$ cat config.mk
export PLATFORM = sky130hd
export DESIGN_NAME = reg_file_2r1w_flat
export DESIGN_NICKNAME = d
export VERILOG_FILES = /design/src/rtl/reg_file_2r1w_if.sv /design/src/rtl/reg_file_2r1w.sv /design/src/flat_wrapper.sv
export SDC_FILE = /design/constraint.sdc
export NUM_CORES = 2
export LEC_CHECK = 0
export ABC_CLOCK_PERIOD_IN_PS = 2300
export BUFFER_PORTS_ARGS = -buffer_cell sky130_fd_sc_hd__buf_2
export CAP_MARGIN = 20
export CELL_PAD_IN_SITES_DETAIL_PLACEMENT = 0
export CELL_PAD_IN_SITES_GLOBAL_PLACEMENT = 2
export CORE_MARGIN = 8
export CORE_UTILIZATION = 44
export CTS_CLUSTER_DIAMETER = 120
export DETAILED_ROUTE_END_ITERATION = 8
export PLACE_DENSITY_LB_ADDON = 0.08
export SLEW_MARGIN = 30
export SYNTH_ARGS = -nofsm -noshare
export SYNTH_HDL_FRONTEND = slang
export SYNTH_SLANG_ARGS = --single-unit
$ cat constraint.sdc
create_clock -name clk -period 2.3 [get_ports clk]
set_input_delay 0.345 -clock clk [delete_from_list [all_inputs] [get_ports clk]]
set_output_delay 0.345 -clock clk [all_outputs]
set_load 0.05 [all_outputs]
$ cat src/rtl/reg_file_2r1w_if.sv
// Bus bundle for the 2-read / 1-write register file: read ports, debug read,
// write-back port and the committed-write counter.
interface reg_file_2r1w_if #(
  parameter int DATA_W = 32,
  parameter int ADDR_W = 5
);
  logic [ADDR_W-1:0] rd_addr_a;
  logic [ADDR_W-1:0] rd_addr_b;
  logic [DATA_W-1:0] rd_data_a;
  logic [DATA_W-1:0] rd_data_b;
  logic              wr_en;
  logic [ADDR_W-1:0] wr_addr;
  logic [DATA_W-1:0] wr_data;
  logic [ADDR_W-1:0] dbg_addr;
  logic [DATA_W-1:0] dbg_data;
  logic [15:0]       wr_count;

  modport master (
    output rd_addr_a, rd_addr_b, wr_en, wr_addr, wr_data, dbg_addr,
    input  rd_data_a, rd_data_b, dbg_data, wr_count
  );

  modport slave (
    input  rd_addr_a, rd_addr_b, wr_en, wr_addr, wr_data, dbg_addr,
    output rd_data_a, rd_data_b, dbg_data, wr_count
  );
endinterface

$ cat src/rtl/reg_file_2r1w.sv
// Datapath register file: r0 hard-wired to zero, clocked write-back, combinational reads.
// Optional same-cycle write-to-read bypass on ports A/B when REGFILE_BYPASS_EN is defined.
module reg_file_2r1w #(
  parameter int DATA_W = 32,
  parameter int ADDR_W = 5
) (
  input logic             clk,
  input logic             rst_n,
  reg_file_2r1w_if.slave  bus
);
  localparam int DEPTH = 1 << ADDR_W;

  logic [DATA_W-1:0] mem [DEPTH];
  logic [15:0]       cnt;
  logic              wr_hit;

  assign wr_hit = bus.wr_en && (bus.wr_addr != '0);

  // mem[0] is only ever loaded by reset, so it stays zero for every read port
  always_ff @(posedge clk or negedge rst_n) begin
    if (!rst_n) begin
      for (int i = 0; i < DEPTH; i++) begin
        mem[i] <= '0;
      end
      cnt <= '0;
    end else if (wr_hit) begin
      mem[bus.wr_addr] <= bus.wr_data;
      if (cnt != 16'hFFFF) begin
        cnt <= cnt + 16'd1;
      end
    end
  end

  always_comb begin
    bus.rd_data_a = mem[bus.rd_addr_a];
    bus.rd_data_b = mem[bus.rd_addr_b];
`ifdef REGFILE_BYPASS_EN
    // gated by rst_n so outputs read zero throughout reset
    if (rst_n && wr_hit && (bus.rd_addr_a == bus.wr_addr)) begin
      bus.rd_data_a = bus.wr_data;
    end
    if (rst_n && wr_hit && (bus.rd_addr_b == bus.wr_addr)) begin
      bus.rd_data_b = bus.wr_data;
    end
`endif
  end

  assign bus.dbg_data = mem[bus.dbg_addr];
  assign bus.wr_count = cnt;

endmodule

$ cat src/flat_wrapper.sv
// flat-port wrapper written by rule: the top's interface ports become plain ports
module reg_file_2r1w_flat 
#(
  parameter int DATA_W = 32,
  parameter int ADDR_W = 5
)
  (clk, rst_n, bus_rd_addr_a, bus_rd_addr_b, bus_wr_en, bus_wr_addr, bus_wr_data, bus_dbg_addr, bus_rd_data_a, bus_rd_data_b, bus_dbg_data, bus_wr_count);
  reg_file_2r1w_if #(.DATA_W(DATA_W), .ADDR_W(ADDR_W)) bus_i ();
  input logic clk;
  input logic rst_n;
  input wire logic [$bits(bus_i.rd_addr_a)-1:0] bus_rd_addr_a;
  input wire logic [$bits(bus_i.rd_addr_b)-1:0] bus_rd_addr_b;
  input wire logic [$bits(bus_i.wr_en)-1:0] bus_wr_en;
  input wire logic [$bits(bus_i.wr_addr)-1:0] bus_wr_addr;
  input wire logic [$bits(bus_i.wr_data)-1:0] bus_wr_data;
  input wire logic [$bits(bus_i.dbg_addr)-1:0] bus_dbg_addr;
  output wire logic [$bits(bus_i.rd_data_a)-1:0] bus_rd_data_a;
  output wire logic [$bits(bus_i.rd_data_b)-1:0] bus_rd_data_b;
  output wire logic [$bits(bus_i.dbg_data)-1:0] bus_dbg_data;
  output wire logic [$bits(bus_i.wr_count)-1:0] bus_wr_count;
  assign bus_i.rd_addr_a = bus_rd_addr_a;
  assign bus_i.rd_addr_b = bus_rd_addr_b;
  assign bus_i.wr_en = bus_wr_en;
  assign bus_i.wr_addr = bus_wr_addr;
  assign bus_i.wr_data = bus_wr_data;
  assign bus_i.dbg_addr = bus_dbg_addr;
  assign bus_rd_data_a = bus_i.rd_data_a;
  assign bus_rd_data_b = bus_i.rd_data_b;
  assign bus_dbg_data = bus_i.dbg_data;
  assign bus_wr_count = bus_i.wr_count;
  reg_file_2r1w #(.DATA_W(DATA_W), .ADDR_W(ADDR_W)) u_core (.clk(clk), .rst_n(rst_n), .bus(bus_i));
endmodule
==> metrics.yaml <==
setup_viol: 96
clock-root-buffer: "clkbuf_16"
critPathRequiredTime_ps: 1960
antenna_found_initial: 3
cts_sinks: 1040
end_kind: "primary output"
synth_top_family_by_area: "multiplexers"
drt_wl_total_mm: 246
worst_slack_ps: -265
grt_pass1_wl_mm: 359
gp_congestion: 0.851
max_stage_delay_ps: 410
power_leakage_nw: 38.1
die_h_um: 400
grt_max_degree: 76
maxCapViolations: 0
syn_inst: 5831
drt_iter0_drc: 4013
ys_seq_area_share_pct: 40.2
final_core_util_pct: 55.3
area_growth_pct: 24.6
syn_nets: 5887
violations: "negative setup slack"
status: "finished, violations left"
ff2ff_path_depth: 6
placed_cell_area_mm2: 0.0738
slew_headroom_pct: 45.3
post-route-period-util_pct: 112
min_path_type: "input port to async pin"
vias: 50800
post-place-ws_ps: -399
worstSetupPathType: "flop to primary output"
fin_crit_ps: 2570
routedWlPerCell_um: 30.2
yosys_warnings: 0
tritoncts: "built"
fmax_mhz: 390
overflow: 0
layout.nets: 6196
critPathMaxFanout: 4
synth_compound_area_share_pct: 9.19
grt_pass1_vias: 51300
htreeDepth: 3
place_hpwl_mm: 165
detail-route-antenna-nets: 0
clk_pin_slew_ps: 60
avgSynthCellArea_um2: 11.1
num_rows: 140
grt_usage_pct: 29.9
skew_ps: 14.2
worstSetupPathDepth: 6
postSynth.topFlopCell: "dfrtp_1"
worst_pin_slew_ps: 819
cp.buffers_inverters: 1
synth-simple-area-share_pct: 5.44
power_mw: 61.7
cts_max_path_buffers: 3
arrival_ps: 2220
cts-buffers-inserted: 121
synth-xor-area-share_pct: 0.189
dr.pass1.iters: 6
cp_top_family: "simple AND/OR/NAND/NOR gates"
ys_ff_latch: 1040
drive_gt1_share_pct: 36.6
max-vdd-ir-drop_mv: 0.649
yosysUniqueCellTypes: 36
path_cells: "mux2i_1 -> a22o_1 -> nor3_4 -> a31oi_4 -> nand3_4 -> buf_8"
async_flop_share_pct: 100
most-common-layout-cells: "1536 x mux2i_1, 1040 x dfrtp_1, 992 x mux2_2"
io_pins: 167
start_kind: "flop"
design_area_mm2: 0.0806
drc: 0
rsz0062_at_grt: "true"
initial_core_util_pct: 44.4
dieArea_mm2: 0.160
finalHoldViolCount: 0
synth_area_mm2: 0.0647
vias_per_cell: 6.23
clkLatencyLatePin_ps: 740
core_mm2: 0.146
synth_fa_ha_area_share_pct: 0.0193
synth_edf_count: 0
final_common_cell: "mux2i_1"
synth.area.mux_share_pct: 41.0
power.density_mw_per_mm2: 765
critical-path-slowest-cell: "dfrtp_1"
slew_violations: 0
port-buffer-count: 166
setup_tns_ps: -17010
die-width_um: 400
[worst reg2reg max path: cells and delay by family, from the launching register on]
kind / cells / cell delay, ps
AOI/OAI and AO/OA: 2 / 700
DFF: 1 / 420
and+or+nand+nor: 2 / 300
adders and majority gates: 1 / 290
xor gates and xnor gates: 1 / 140
[cell usage after synthesis, drive strengths merged, types with 4 or more instances]
cell    number  area share (%)
xnor2       11            0.15
nand2      315             1.8
nand3b       4           0.046
nand2b       7           0.068
a21oi      291             2.2
mux2       993              17
a22o       192             2.6
nor2b        8           0.077
or2          4           0.039
nand3      294             2.3
mux2i     1536              24
a31oi       97            0.94
nor2        18            0.10
a22oi      288             3.3
nor3        98            0.76
dfrtp     1040              40
clkbuf     316             1.8
nor3b        4           0.046
buf        288             2.1
nand4        6           0.058
[per-stage QoR]
stage | std cells | hold slack (ps)
2_1_floorplan | 5831 | 49.4
3_3_place_gp | 7972 | 227
3_5_place_dp | 7972 | 230
4_1_cts | 8152 | 41.3
5_1_grt | 8150 | 68.1
6_report | 8151 | 64.1
[logic make-up (layout without fill, tap and decap cells)]
kind of cell,after synthesis,in the layout
other,0,1
flip-flops,1040,1040
XOR/XNOR,14,14
adder cells (fa/ha/maj),1,1
multiplexers,2529,2529
AND/OR/NAND/NOR,769,769
AO/OA/AOI/OAI,873,873
buffers and inverters,605,1007
[power breakdown]
part / total (mW) / switching, mW / internal (mW)
logic: 16.6 / 8.36 / 8.28
registers: 25.5 / 3.69 / 21.8
clock network: 19.6 / 8.18 / 11.4
[final timing paths]
check / start / endpoint / slack (ps)
hold / removal: rst_n / u_core.bus.wr_count[10] / 60
setup reg to reg: u_core.bus.wr_count[0] / u_core.bus.wr_count[10] / 350
max in group asynchronous: rst_n / u_core.mem[148] / 1210
setup / recovery: u_core.mem[944] / bus_rd_data_a[16] / -270
min in group clk: bus_wr_en / u_core.bus.wr_count[14] / 240
hold reg to reg: u_core.mem[999] / u_core.mem[999] / 430
[routing by layer]
layer	global-route usage, %	vias up	share of wire, %
met2	47.7	1461	46
li1	-	22400	-
met5	0	-	0
met3	4.06	414	5.2
met4	9.35	0	3.5
met1	42.2	26500	45
[layout make-up]
| type | instances | area, um2 |
|---|---|---|
| multi-input cells | 4186 | 38900 |
| clock inverters | 34 | 373 |
| flip-flops and latches | 1040 | 26000 |
| diodes | 1 | 2.50 |
| well taps | 1917 | 2400 |
| clock buffers | 182 | 3570 |
| inverters | 1 | 3.75 |
| fillers | 12600 | 65300 |
| repair buffers | 790 | 9420 |
[sequential cells by signal, indices dropped and copies added (netlist names)]
name	flops
u_core.bus.wr_count	16
u_core.mem	1024
[timing repair]
action	CTS	global route
hold endpoints to repair	488	0
cloned	1	2
resized for setup	555	66
setup buffers	12	10
pin swaps	190	178
hold buffers	1	0
setup endpoints to repair	96	96
Power figures use the tool's default switching activity.
